## config.mk

```make
export PLATFORM = sky130hd
export DESIGN_NAME = spi_pwm_loader
export DESIGN_NICKNAME = d
export VERILOG_FILES = /design/src/rtl/spi_pwm_loader.sv
export SDC_FILE = /design/constraint.sdc
export NUM_CORES = 1
export LEC_CHECK = 0
export BUFFER_PORTS_ARGS = -buffer_cell sky130_fd_sc_hd__buf_2
export CAP_MARGIN = 20
export CORE_MARGIN = 2
export CORE_UTILIZATION = 40
export CTS_BUF_LIST = sky130_fd_sc_hd__clkbuf_8
export CTS_CLUSTER_SIZE = 25
export DETAILED_ROUTE_END_ITERATION = 16
export GPL_TIMING_DRIVEN = 0
export PLACE_DENSITY_LB_ADDON = 0.05
export SETUP_SLACK_MARGIN = 0.3
export SLEW_MARGIN = 20
export SYNTH_ARGS = -nofsm -noshare
export SYNTH_HDL_FRONTEND = slang
export SYNTH_SLANG_ARGS = --single-unit
```

## constraint.sdc

```tcl
create_clock -name clk -period 4.2 [get_ports clk]
set_input_delay 0.42 -clock clk [delete_from_list [all_inputs] [get_ports clk]]
set_output_delay 0.42 -clock clk [all_outputs]
set_load 0.03 [all_outputs]
```

## src/rtl/spi_pwm_loader.sv

```systemverilog
// spi_pwm_loader: serial front end for the PWM stage.
// Receives a DATA_W-bit duty word over a 3-wire mode-0 SPI-style link (MSB first),
// synchronises the pins into the clk domain, checks the frame length and on a good
// frame updates data_out with a single-cycle load strobe.
//
// Ports:
//   clk        system clock, rising edge
//   rst        asynchronous active-high reset
//   sclk       serial clock from the controller (async)
//   cs_n       active-low frame select (async)
//   mosi       serial data, sampled on sclk rise (async)
//   data_out   last accepted word, held between frames
//   load       one-cycle pulse when data_out has just been updated
//   frame_err  one-cycle pulse when a frame ends with a bit count other than DATA_W

`timescale 1ns / 1ps

module spi_pwm_loader #(
    parameter int unsigned DATA_W = 10
) (
    input  logic              clk,
    input  logic              rst,
    input  logic              sclk,
    input  logic              cs_n,
    input  logic              mosi,
    output logic [DATA_W-1:0] data_out,
    output logic              load,
    output logic              frame_err
);

    localparam int unsigned      CntW    = $clog2(DATA_W + 2);
    localparam logic [CntW-1:0] CntFull = CntW'(DATA_W);
    localparam logic [CntW-1:0] CntMax  = CntW'(DATA_W + 1);

    typedef enum logic {StIdle, StShift} state_e;

    state_e state_q, state_d;

    // Synchronisers and edge registers
    logic sclk_meta, sclk_s, sclk_prev;
    logic cs_meta, cs_s, cs_prev;
    logic mosi_meta, mosi_s;

    // The cs chain resets high, so cs_n held low across reset release would look like a
    // falling edge. armed_q only rises once a genuine high has reached cs_s, which keeps
    // that phantom edge from opening a frame.
    logic [1:0] settle_q;
    logic       armed_q;

    logic [DATA_W-1:0] shift_q, shift_d;
    logic [CntW-1:0]   bitcnt_q, bitcnt_d;
    logic [DATA_W-1:0] data_q, data_d;
    logic              load_q, load_d;
    logic              err_q, err_d;

    logic sclk_rise, cs_fall, cs_rise, frame_start;

    always_ff @(posedge clk or posedge rst) begin
        if (rst) begin
            sclk_meta <= 1'b0;
            sclk_s    <= 1'b0;
            sclk_prev <= 1'b0;
            cs_meta   <= 1'b1;
            cs_s      <= 1'b1;
            cs_prev   <= 1'b1;
            mosi_meta <= 1'b0;
            mosi_s    <= 1'b0;
            settle_q  <= 2'b00;
            armed_q   <= 1'b0;
        end else begin
            sclk_meta <= sclk;
            sclk_s    <= sclk_meta;
            sclk_prev <= sclk_s;
            cs_meta   <= cs_n;
            cs_s      <= cs_meta;
            cs_prev   <= cs_s;
            mosi_meta <= mosi;
            mosi_s    <= mosi_meta;
            settle_q  <= {settle_q[0], 1'b1};
            armed_q   <= armed_q | (settle_q[1] & cs_s);
        end
    end

    assign sclk_rise   = sclk_s & ~sclk_prev;
    assign cs_fall     = ~cs_s & cs_prev;
    assign cs_rise     = cs_s & ~cs_prev;
    assign frame_start = cs_fall & armed_q;

    // State register
    always_ff @(posedge clk or posedge rst) begin
        if (rst) begin
            state_q <= StIdle;
        end else begin
            state_q <= state_d;
        end
    end

    // Next-state logic
    always_comb begin
        state_d = state_q;
        unique case (state_q)
            StIdle:  if (frame_start) state_d = StShift;
            StShift: if (cs_rise) state_d = StIdle;
            default: state_d = StIdle;
        endcase
    end

    // Datapath and strobe logic
    always_comb begin
        shift_d  = shift_q;
        bitcnt_d = bitcnt_q;
        data_d   = data_q;
        load_d   = 1'b0;
        err_d    = 1'b0;
        unique case (state_q)
            StIdle: begin
                if (frame_start) begin
                    shift_d  = '0;
                    bitcnt_d = '0;
                end
            end
            StShift: begin
                if (cs_rise) begin
                    if (bitcnt_q == CntFull) begin
                        data_d = shift_q;
                        load_d = 1'b1;
                    end else begin
                        err_d = 1'b1;
                    end
                end else if (sclk_rise && !cs_s) begin
                    shift_d = {shift_q[DATA_W-2:0], mosi_s};
                    // Saturate so very long frames cannot wrap back to a valid count
                    if (bitcnt_q != CntMax) bitcnt_d = bitcnt_q + 1'b1;
                end
            end
            default: ;
        endcase
    end

    always_ff @(posedge clk or posedge rst) begin
        if (rst) begin
            shift_q  <= '0;
            bitcnt_q <= '0;
            data_q   <= '0;
            load_q   <= 1'b0;
            err_q    <= 1'b0;
        end else begin
            shift_q  <= shift_d;
            bitcnt_q <= bitcnt_d;
            data_q   <= data_d;
            load_q   <= load_d;
            err_q    <= err_d;
        end
    end

    assign data_out  = data_q;
    assign load      = load_q;
    assign frame_err = err_q;

endmodule

```

==> run summary <==
====================================================================================
Fmax                                                                       633.2 MHz
FFs w/ async S/R, synth                                                       100.0%
Height of the die                                                           63.01 um
Syn Nets                                                                          99
Clock slew seen by the registers of the worst setup and hold paths           0.08 ns
Total of endpoints with negative setup slack in the final report                   0
Total count of hold-check failures in the final report                             0
Pwr per Cell Area                                                       473.4 nW/um^2
Initial cell density of the core                                              41.73%
Worst setup slack for register-to-register paths                             2.62 ns
Post-synth design cell area                                                1393 um^2
CTS sink count                                                                    38
Net count, final                                                                 122
Headroom to the max-slew limit                                                49.25%
Result of the run                                                       complete, no violations
Unrepaired setup endpoints after global routing                                false
Clock tree from TritonCTS                                                      built
Crit path kind                                                          register to register
Placer Congestion                                                             0.7948
Area growth syn-to-layout                                                     17.79%
Quantity of I/O buffers inserted on ports                                         16
Critical Path Start Type                                                    register
DRC marker count from the first detailed-route iteration                          20
Fin crit share                                                                37.60%
Number of antenna violations at the first check in global routing                  0
Data required time at the worst endpoint                                     4.38 ns
Number of vias in the routed layout                                              792
Complex-gate fraction of the synthesized area                                 9.344%
CP max FO                                                                         10
Post-Place Cells                                                                 154
Vias in the first global route                                                   838
Register-to-Register Path Depth                                                    6
Total CTS buffers                                                                  5
Finished Layout Cells                                                            162
I/O Pins                                                                          17
Wire length of the first global-routing pass                                 3753 um
Total power                                                              0.0007765 W
Standard-cell row count                                                           21
WHS                                                                        0.2227 ns
Buffer type at the clock tree root                                          clkbuf_8
Main combinational cell family by area after synthesis                  multiplexers
Total of max-cap violations                                                        0
Floorplan die width                                                         63.01 um
Setup tns final                                                                 0 ns
Critical Path End Type                                                      register
Gr usage total                                                                12.94%
Fraction of the mapped netlist area in simple logic gates                     8.266%
Type of the most critical hold path                                     input pin to register
Synth Instances                                                                   92
Pin count of the biggest net entering global routing                              39
Number of fill cells in the layout                                               327
Static leakage                                                             0.8282 nW
Clock Path Buffers                                                                 2
Total congestion overflow                                                          0
Number of resized instances in the post-cts repair step                            0
ANT cells                                                                          0
Total wire length after detailed routing                                     2116 um
Die area                                                                   3970 um^2
Worst vdd rail ir drop                                                     0.1855 mV
Synth Area per Inst                                                       15.14 um^2
HPWL after detailed placement                                                1351 um
Number of vias per cell after detailed routing                                 4.889
Avg WL per Cell                                                             13.06 um
Adder-cell share of the synthesized area                                      1.797%
Cell variety after synth                                                          26
Slew of the pin with the lowest slew margin                                0.7601 ns
Total iterations of the first detailed-routing run                                 2
Number of DRC violations after detailed routing                                    0
Proportion of synthesized area in mux cells                                   9.524%
Worst path arrival time                                                      1.76 ns
Time the worst path needs with I/O delays and setup                         1.579 ns
Synth Warn #                                                                       0
Number of synthesized register bits                                               38
Parity-gate share of the synthesized area counting xor and xnor cells             0%
Hold path depth                                                                    1
Setup Skew                                                               0.007772 ns
Hold buffer count at CTS                                                           0
Htree depth                                                                        2
Later-pin clock latency in the skew report                                   0.29 ns
Max Slew Vio Count                                                                 0
Number of enable flip-flop cells after synthesis                                   0
Number of buffers inserted to repair setup after CTS                               0
Top FF cell, synth                                                           dfrtp_1
Sequential cell area fraction in the yosys report                             68.55%
Remaining antenna violation count                                                  0
Share of cells above drive strength 1                                         36.21%
Placeable Area                                                             3337 um^2
====================================================================================
==> sequential cells by signal, summed over array words and instances, names as in the netlist <==
signal and cells:
frame_err 1, mosi_meta 1, mosi_s 1, sclk_s 1, state_q 1, shift_q 10
cs_prev 1, cs_s 1, sclk_prev 1, armed_q 1, cs_meta 1, sclk_meta 1
bitcnt_q 4, load 1, settle_q 2, data_out 10
==> final cells by class <==
type                       count  area, um^2  area share, %
buffer                         3       20.02          1.220
clock buffer                   5       68.82          4.195
clock inverter                 3       41.29          2.517
inverter                       3       11.26         0.6865
multi-input combinational     48       406.6          24.79
sequential                    38       954.7          58.20
tap                           46       57.56          3.509
timing repair buffer          16       80.08          4.882
==> layer usage <==
layer	GRT usage (%)	up-vias	part of all wire (%)	wire length, um
li1	-	374	-	-
met1	14.59	395	48	1011
met2	20.08	17	44	935
met3	5.405	6	5.1	107
met4	8.333	0	2.9	61
met5	0	-	0	0
==> stage by stage <==
| step | area [um^2] | util, % | setup slack [ns] |
|---|---|---|---|
| 2_1_floorplan | 1393 | - | 2.776 |
| 3_3_place_gp | 1530 | 45.86 | 2.444 |
| 3_5_place_dp | 1530 | 45.86 | 2.608 |
| 4_1_cts | 1640 | 49.16 | 2.592 |
| 5_1_grt | 1640 | 49.16 | 2.510 |
| 6_report | 1640 | 49.16 | 2.621 |
==> cells in the final DEF (no fill, tap or decap), drive strengths merged, types with 2 or more instances in the layout <==
cell type  Yosys  final
inv            3      4
mux2          10     10
a22o          10     10
o21ai          2      2
clkbuf         0      5
ha             2      2
nand2          4      4
buf            3     19
nor4bb         2      2
nor2           3      3
nand3b         3      3
dfstp          3      3
mux2i          2      2
dfrtp         35     35
==> cells in the mapped netlist (2+ instances only) <==
cell type	number	area, um^2
inv_1	3	11.26
dfstp_2	3	78.83
mux2i_1	2	20.02
buf_4	2	15.01
dfrtp_1	35	875.8
nand2_1	3	11.26
nor4bb_1	2	20.02
a22o_1	10	87.58
ha_1	2	25.02
nor2_1	2	7.510
nand3b_1	3	22.52
mux2_2	10	112.6
o21ai_0	2	10.01
==> path summary, 6_finish.rpt <==
check                                              from                      end
worst max-delay path            bitcnt_q[0]$_DFFE_PP0P_  data_out[0]$_DFFE_PP0P_
worst min-delay path                               cs_n        cs_meta$_DFF_PP1_
worst max register to register  bitcnt_q[0]$_DFFE_PP0P_  data_out[0]$_DFFE_PP0P_
worst min register to register      mosi_meta$_DFF_PP0_         mosi_s$_DFF_PP0_
max in group asynchronous                           rst   shift_q[2]$_DFFE_PP0P_
min in group asynchronous                           rst   shift_q[0]$_DFFE_PP0P_
==> report_power, final <==
group | total, W | switching, W | internal [W]
clock network | 0.000301 | 0.000126 | 0.000175
logic | 0.0000612 | 0.0000332 | 0.0000280
registers | 0.000414 | 0.0000235 | 0.000391
total | 0.000776 | 0.000183 | 0.000593
==> worst max-delay path, cell delays in order (launching register included) <==
cell and delay (ns):
dfrtp_1 0.43, inv_1 0.07, ha_1 0.14, nand3b_1 0.09, nor2_1 0.15, buf_4 0.22, mux2_2 0.35
==> cell families after synthesis <==
family          after synthesis
buf+inv                       6
other cells                   1
fa+ha+maj                     2
simple gates                 17
mux                          12
compound gates               16
flops                        38
Power figures use the tool's default switching activity.
